--- src/rtl/msm_stream.sv ---
// Streaming MSM engine: R = sum x_i*G_i over pairs fed by valid/ready.
// Point math lives in the mul/add cores; the engine only sequences them.
package msm_pkg;
  typedef struct packed {
    logic        inf;
    logic [63:0] v;
  } curve_point_t;
  localparam curve_point_t INF_POINT = {1'b1, 64'd0};
endpackage

import msm_pkg::*;

module point_mul_double_and_add (
  input  logic         clk,
  input  logic         Reset,
  input  curve_point_t G,
  input  logic [255:0] k,
  output logic         Done,
  output curve_point_t R
);
  logic [63:0]  g_q, acc_q;
  logic [255:0] k_q;
  logic [7:0]   cnt_q;
  logic         done_q;

  // Latch operands on reset, then MSB-first double-and-add, one bit per cycle.
  always_ff @(posedge clk) begin
    if (Reset) begin
      g_q    <= G.inf ? 64'd0 : G.v;
      k_q    <= k;
      acc_q  <= '0;
      cnt_q  <= '0;
      done_q <= 1'b0;
    end else if (!done_q) begin
      acc_q  <= {acc_q[62:0], 1'b0} + (k_q[255] ? g_q : 64'd0);
      k_q    <= {k_q[254:0], 1'b0};
      cnt_q  <= cnt_q + 8'd1;
      done_q <= (cnt_q == 8'hFF);
    end
  end

  assign Done = done_q;
  assign R    = {(acc_q == 64'd0), acc_q};
endmodule

module point_add (
  input  logic         clk,
  input  logic         Reset,
  input  curve_point_t P,
  input  curve_point_t Q,
  output logic         Done,
  output curve_point_t R
);
  logic [63:0] p_q, q_q, sum;
  logic        done_q;

  // Latch operands on reset; result is ready one cycle later.
  always_ff @(posedge clk) begin
    if (Reset) begin
      p_q    <= P.inf ? 64'd0 : P.v;
      q_q    <= Q.inf ? 64'd0 : Q.v;
      done_q <= 1'b0;
    end else begin
      done_q <= 1'b1;
    end
  end

  assign sum  = p_q + q_q;
  assign Done = done_q;
  assign R    = {(sum == 64'd0), sum};
endmodule

module msm_stream #(
  parameter int MAX_TERMS    = 256,
  parameter int SCALAR_W     = 256,
  parameter bit SKIP_TRIVIAL = 1'b1
) (
  input  logic                           clk,
  input  logic                           Reset,
  input  logic                           start,
  input  logic [$clog2(MAX_TERMS+1)-1:0] num_terms,
  input  logic                           in_valid,
  output logic                           in_ready,
  input  curve_point_t                   in_G,
  input  logic [SCALAR_W-1:0]            in_x,
  output logic                           busy,
  output logic                           Done,
  output curve_point_t                   R,
  output logic [$clog2(MAX_TERMS+1)-1:0] term_count
);
  localparam int CW = $clog2(MAX_TERMS+1);

  typedef enum logic [2:0] {
    S_IDLE, S_FETCH, S_MUL_GO, S_MUL_WAIT,
    S_ADD_GO, S_ADD_WAIT, S_DONE
  } state_t;

  state_t         state_q, state_d;
  logic [CW-1:0]  num_q, num_d, cnt_q, cnt_d;
  curve_point_t   acc_q, acc_d, r_q, r_d, g_q, g_d;
  logic [255:0]   x_q, x_d;
  logic           mul_go, add_go, mul_done, add_done;
  curve_point_t   mul_r, add_r;
  logic [CW-1:0]  num_clamp, cnt_inc;
  logic           trivial;

  assign num_clamp = (num_terms > CW'(MAX_TERMS)) ? CW'(MAX_TERMS)
                                                  : num_terms;
  assign cnt_inc   = cnt_q + CW'(1);
  assign trivial   = SKIP_TRIVIAL && ((in_x == '0) || in_G.inf);

  // Next-state, datapath moves and handshake/core-kick outputs.
  always_comb begin
    state_d  = state_q;
    num_d    = num_q;
    cnt_d    = cnt_q;
    acc_d    = acc_q;
    r_d      = r_q;
    g_d      = g_q;
    x_d      = x_q;
    in_ready = 1'b0;
    mul_go   = 1'b0;
    add_go   = 1'b0;
    unique case (state_q)
      S_IDLE, S_DONE: begin
        if (start) begin
          cnt_d = '0;
          acc_d = INF_POINT;
          if (num_clamp == '0) begin
            state_d = S_DONE;
            r_d     = INF_POINT;
          end else begin
            state_d = S_FETCH;
            num_d   = num_clamp;
          end
        end
      end
      S_FETCH: begin
        in_ready = 1'b1;
        if (in_valid) begin
          cnt_d = cnt_inc;
          g_d   = in_G;
          x_d   = 256'(in_x);
          if (!trivial) begin
            state_d = S_MUL_GO;
          end else if (cnt_inc == num_q) begin
            state_d = S_DONE;
            r_d     = acc_q;
          end
        end
      end
      S_MUL_GO: begin
        mul_go  = 1'b1;
        state_d = S_MUL_WAIT;
      end
      S_MUL_WAIT: begin
        if (mul_done) state_d = S_ADD_GO;
      end
      S_ADD_GO: begin
        add_go  = 1'b1;
        state_d = S_ADD_WAIT;
      end
      S_ADD_WAIT: begin
        if (add_done) begin
          acc_d = add_r;
          if (cnt_q == num_q) begin
            state_d = S_DONE;
            r_d     = add_r;
          end else begin
            state_d = S_FETCH;
          end
        end
      end
      default: state_d = S_IDLE;
    endcase
  end

  // State and datapath registers; reset abandons any job in flight.
  always_ff @(posedge clk) begin
    if (Reset) begin
      state_q <= S_IDLE;
      num_q   <= '0;
      cnt_q   <= '0;
      acc_q   <= INF_POINT;
      r_q     <= INF_POINT;
      g_q     <= INF_POINT;
      x_q     <= '0;
    end else begin
      state_q <= state_d;
      num_q   <= num_d;
      cnt_q   <= cnt_d;
      acc_q   <= acc_d;
      r_q     <= r_d;
      g_q     <= g_d;
      x_q     <= x_d;
    end
  end

  point_mul_double_and_add u_mul (
    .clk  (clk),
    .Reset(Reset | mul_go),
    .G    (g_q),
    .k    (x_q),
    .Done (mul_done),
    .R    (mul_r)
  );

  point_add u_add (
    .clk  (clk),
    .Reset(Reset | add_go),
    .P    (acc_q),
    .Q    (mul_r),
    .Done (add_done),
    .R    (add_r)
  );

  assign busy       = (state_q != S_IDLE) && (state_q != S_DONE);
  assign Done       = (state_q == S_DONE);
  assign R          = r_q;
  assign term_count = cnt_q;
endmodule

--- config.mk ---
export PLATFORM = sky130hd
export DESIGN_NAME = msm_stream
export DESIGN_NICKNAME = d
export VERILOG_FILES = /design/src/rtl/msm_stream.sv
export SDC_FILE = /design/constraint.sdc
export NUM_CORES = 2
export LEC_CHECK = 0
export CAP_MARGIN = 10
export CELL_PAD_IN_SITES_DETAIL_PLACEMENT = 0
export CELL_PAD_IN_SITES_GLOBAL_PLACEMENT = 2
export CORE_MARGIN = 1
export CORE_UTILIZATION = 37
export DETAILED_ROUTE_END_ITERATION = 10
export HOLD_SLACK_MARGIN = 0.03
export PLACE_DENSITY_LB_ADDON = 0.3
export SYNTH_ARGS = -nofsm -noshare
export SYNTH_HDL_FRONTEND = slang
export SYNTH_HIERARCHICAL = 1
export SYNTH_SLANG_ARGS = --single-unit
--- constraint.sdc ---
create_clock -name clk -period 14.7 [get_ports clk]
set_clock_uncertainty 0.2 [all_clocks]
set_input_delay 2.94 -clock clk [delete_from_list [all_inputs] [get_ports clk]]
set_output_delay 2.94 -clock clk [all_outputs]
set_load 0.02 [all_outputs]
==> impl_metrics.env <==
export IMPL_netlist_area_um2=46600
export IMPL_drt_total_wl_um=131000
export IMPL_grt_pass1_vias=34300
export IMPL_critPathArrivalTime_ps=7710
export IMPL_drive_gt1_frac=0.103
export IMPL_start_util=0.375
export IMPL_regArea_um2=24400
export IMPL_startpoint="in_x[123]"
export IMPL_rr_startpoint="u_add/q_q[0]"
export IMPL_route_detailed_drc=0
export IMPL_cts_htree_levels=3
export IMPL_nets=5411
export IMPL_area_delta_synth_final_pct=19.3
export IMPL_final_antenna_net_count=0
export IMPL_core_um2=124000
export IMPL_async_reset_ff_frac=0
export IMPL_cts_made_buffers=109
export IMPL_cts_resized=0
export IMPL_root_buffer="clkbuf_16"
export IMPL_antenna_found_initial=20
export IMPL_die_area_um2=127000
export IMPL_clockBufferDepth=3
export IMPL_post_place_ws_ps=6720
export IMPL_synth_cell_types=97
export IMPL_slew_headroom=0.269
export IMPL_worstHoldPathType="reg -> reg"
export IMPL_cap_violations=0
export IMPL_tritoncts="done"
export IMPL_tightest_slew_ps=1100
export IMPL_overflow=0
export IMPL_clock_sinks=994
export IMPL_synth_seq_area_share=0.523
export IMPL_fin_crit_sh=0.499
export IMPL_synthFlopType="dfxtp_1"
export IMPL_syn_inst=4699
export IMPL_synth_avg_cell_area_um2=9.93
export IMPL_post_cts_buffers=0
export IMPL_postCtsHoldBufs=0
export IMPL_die_h_um=357
export IMPL_synth_seq_cells=994
export IMPL_setup_ws_ps=7370
export IMPL_clk_pin_slew_worst_paths_ps=60
export IMPL_setup_viol=0
export IMPL_setup_tns_ps=0
export IMPL_ir_worst_vdd_uv=135
export IMPL_ys_warn_count=6
export IMPL_status="finished, final reports clean"
export IMPL_num_vias=35300
export IMPL_fp_row_count=129
export IMPL_hold_worst_slack_ps=248
export IMPL_wl_per_cell_um=19.6
export IMPL_drt_vias_per_instance=5.28
export IMPL_grt_pass1_wl_um=202000
export IMPL_fillers=12000
export IMPL_power_total_mw=8.75
export IMPL_r2r_slack_ps=9070
export IMPL_ios=411
export IMPL_power_density_nw_per_um2=157
export IMPL_fp_dieW_um=357
export IMPL_r2r_end="R[64]"
export IMPL_total_leakage_power_nw=20.6
export IMPL_hold_viol_final=0
export IMPL_crit_fanout=98
export IMPL_period_needed_ps=7330
export IMPL_startpoint_type="input port"
export IMPL_grt_max_degree=165
export IMPL_synth_fp_nets=5162
export IMPL_crit_end="R[3]"
export IMPL_place_congestion=0.873
export IMPL_drt_iter0_drc=2321
export IMPL_cp_required_ps=15080
export IMPL_gr_usage_all_layers=0.201
export IMPL_rsz0062_at_grt="no"
export IMPL_worstSetupEndpointType="flip-flop"
export IMPL_slew_violations=0
export IMPL_worst_setup_path_type="in -> reg"
export IMPL_multi_input_comb_area_um2=21000
export IMPL_fmax_ghz=0.136
export IMPL_first_pass_iters=7
export IMPL_reg2reg_depth=16
export IMPL_synth_edff_count=448
export IMPL_portBuffers=410
export IMPL_hpwl_um=91100
export IMPL_clk_latency_ps=700
==> metal layers <==
layer | track usage | share of wire | vias up
met1 | 0.283 | 0.47 | 16900
li1 | - | - | 17500
met5 | 0 | 0.0011 | -
met4 | 0.0597 | 0.026 | 22
met2 | 0.313 | 0.46 | 731
met3 | 0.0355 | 0.045 | 193
==> registers in the layout, summed over array words and instances, names as in the netlist <==
register and cells:
term_count 9, u_add/q_q 64, g_q 65, state_q 3
u_mul/Done 1, R 65, u_mul/g_q 64, acc_q 65
u_mul/cnt_q 8, u_mul/acc_q 64, num_q 9, u_mul/k_q 256
x_q 256, u_add/Done 1, u_add/p_q 64
==> worst min path at each step <==
stage                     startpoint  endpoint  slack [ps]  depth (start not counted)
final                        g_q[39]   g_q[39]         250                          2
after global routing         x_q[37]   x_q[37]         260                          2
after CTS                    g_q[57]   g_q[57]         250                          2
after detailed placement     g_q[57]   g_q[57]         240                          2
after global placement       g_q[23]   g_q[23]         240                          2
after floorplan               x_q[0]    x_q[0]         230                          2
==> power by group <==
group | switching (mW) | internal [mW]
combinational | 1.50 | 0.877
clock | 1.15 | 1.62
sequential | 0.222 | 3.38
==> final cells by class <==
cell class | count | share of cell area
clock inverters | 44 | 0.00967
repair buffers | 449 | 0.0793
clock buffers | 163 | 0.0565
multi-input cells | 3367 | 0.377
diodes | 7 | 0.000315
flip-flops and latches | 994 | 0.438
inverters | 27 | 0.00196
well taps | 1637 | 0.0368
==> layout by cell type (no fill, tap or decap), drive strengths merged, types with 40 or more instances in the layout <==
cell,netlist,layout
nand2,837,837
xor2,67,67
clkdlybuf4s50,0,409
nor2b,207,207
nand3,41,41
nor2,213,213
edfxtp,448,448
a21oi,594,594
dfxtp,546,546
xnor2,62,62
mux2,258,258
nand4,73,73
a21o,59,59
ha,127,127
o21ai,126,126
a22oi,137,137
clkbuf,263,163
a311oi,66,66
and2,86,86
buf,48,40
nor4,100,100
==> synth_stat cells (9+ instances only) <==
cell type,n,area [um^2]
o21a_1,16,120
dfxtp_1,546,10900
nand2_1,836,3140
or2_2,9,56.3
a311oi_1,66,578
or3_1,13,81.3
edfxtp_1,448,13500
mux2_2,257,2890
nand3_1,41,205
o21bai_1,21,158
nor3_1,37,185
nand4_1,72,450
a31oi_1,14,87.6
xnor2_1,62,543
nor3b_1,9,67.6
o21ai_0,118,591
a22oi_1,136,1020
and3_1,18,113
buf_2,26,130
a21o_1,59,443
ha_1,127,1590
clkbuf_1,261,980
inv_1,25,93.8
buf_1,16,60.1
xor2_1,67,587
mux2i_1,15,150
nor2_1,213,800
o211ai_1,15,113
and2_1,85,532
nor2b_1,207,1290
a211oi_1,10,75.1
a21oi_1,593,2970
nand2b_1,13,81.3
nor4_1,99,619
==> logic make-up after synthesis <==
family,Yosys count,synth area share
fa+ha+maj,129,0.0349
compound gates,1147,0.153
mux,273,0.0655
buf+inv,338,0.0284
simple gates,1688,0.171
xor+xnor,130,0.0247
flops,994,0.523
==> critical path, cell delays in order <==
cell	delay, ps
clkdlybuf4s50_1	420
nor4_1	770
nand4_1	160
nor4_1	780
a41oi_1	590
o31ai_4	370
buf_4	340
buf_4	760
a21oi_1	160
a311oi_1	290
==> metrics by stage <==
| stage | instances | utilization | instance area (um^2) |
|---|---|---|---|
| 2_1_floorplan | 4699 | - | 46600 |
| 3_3_place_gp | 6474 | 0.417 | 51900 |
| 3_5_place_dp | 6474 | 0.417 | 51900 |
| 4_1_cts | 6681 | 0.447 | 55600 |
| 5_1_grt | 6687 | 0.447 | 55600 |
| 6_report | 6688 | 0.447 | 55600 |
No activity file was read; power rests on OpenSTA's default activity.
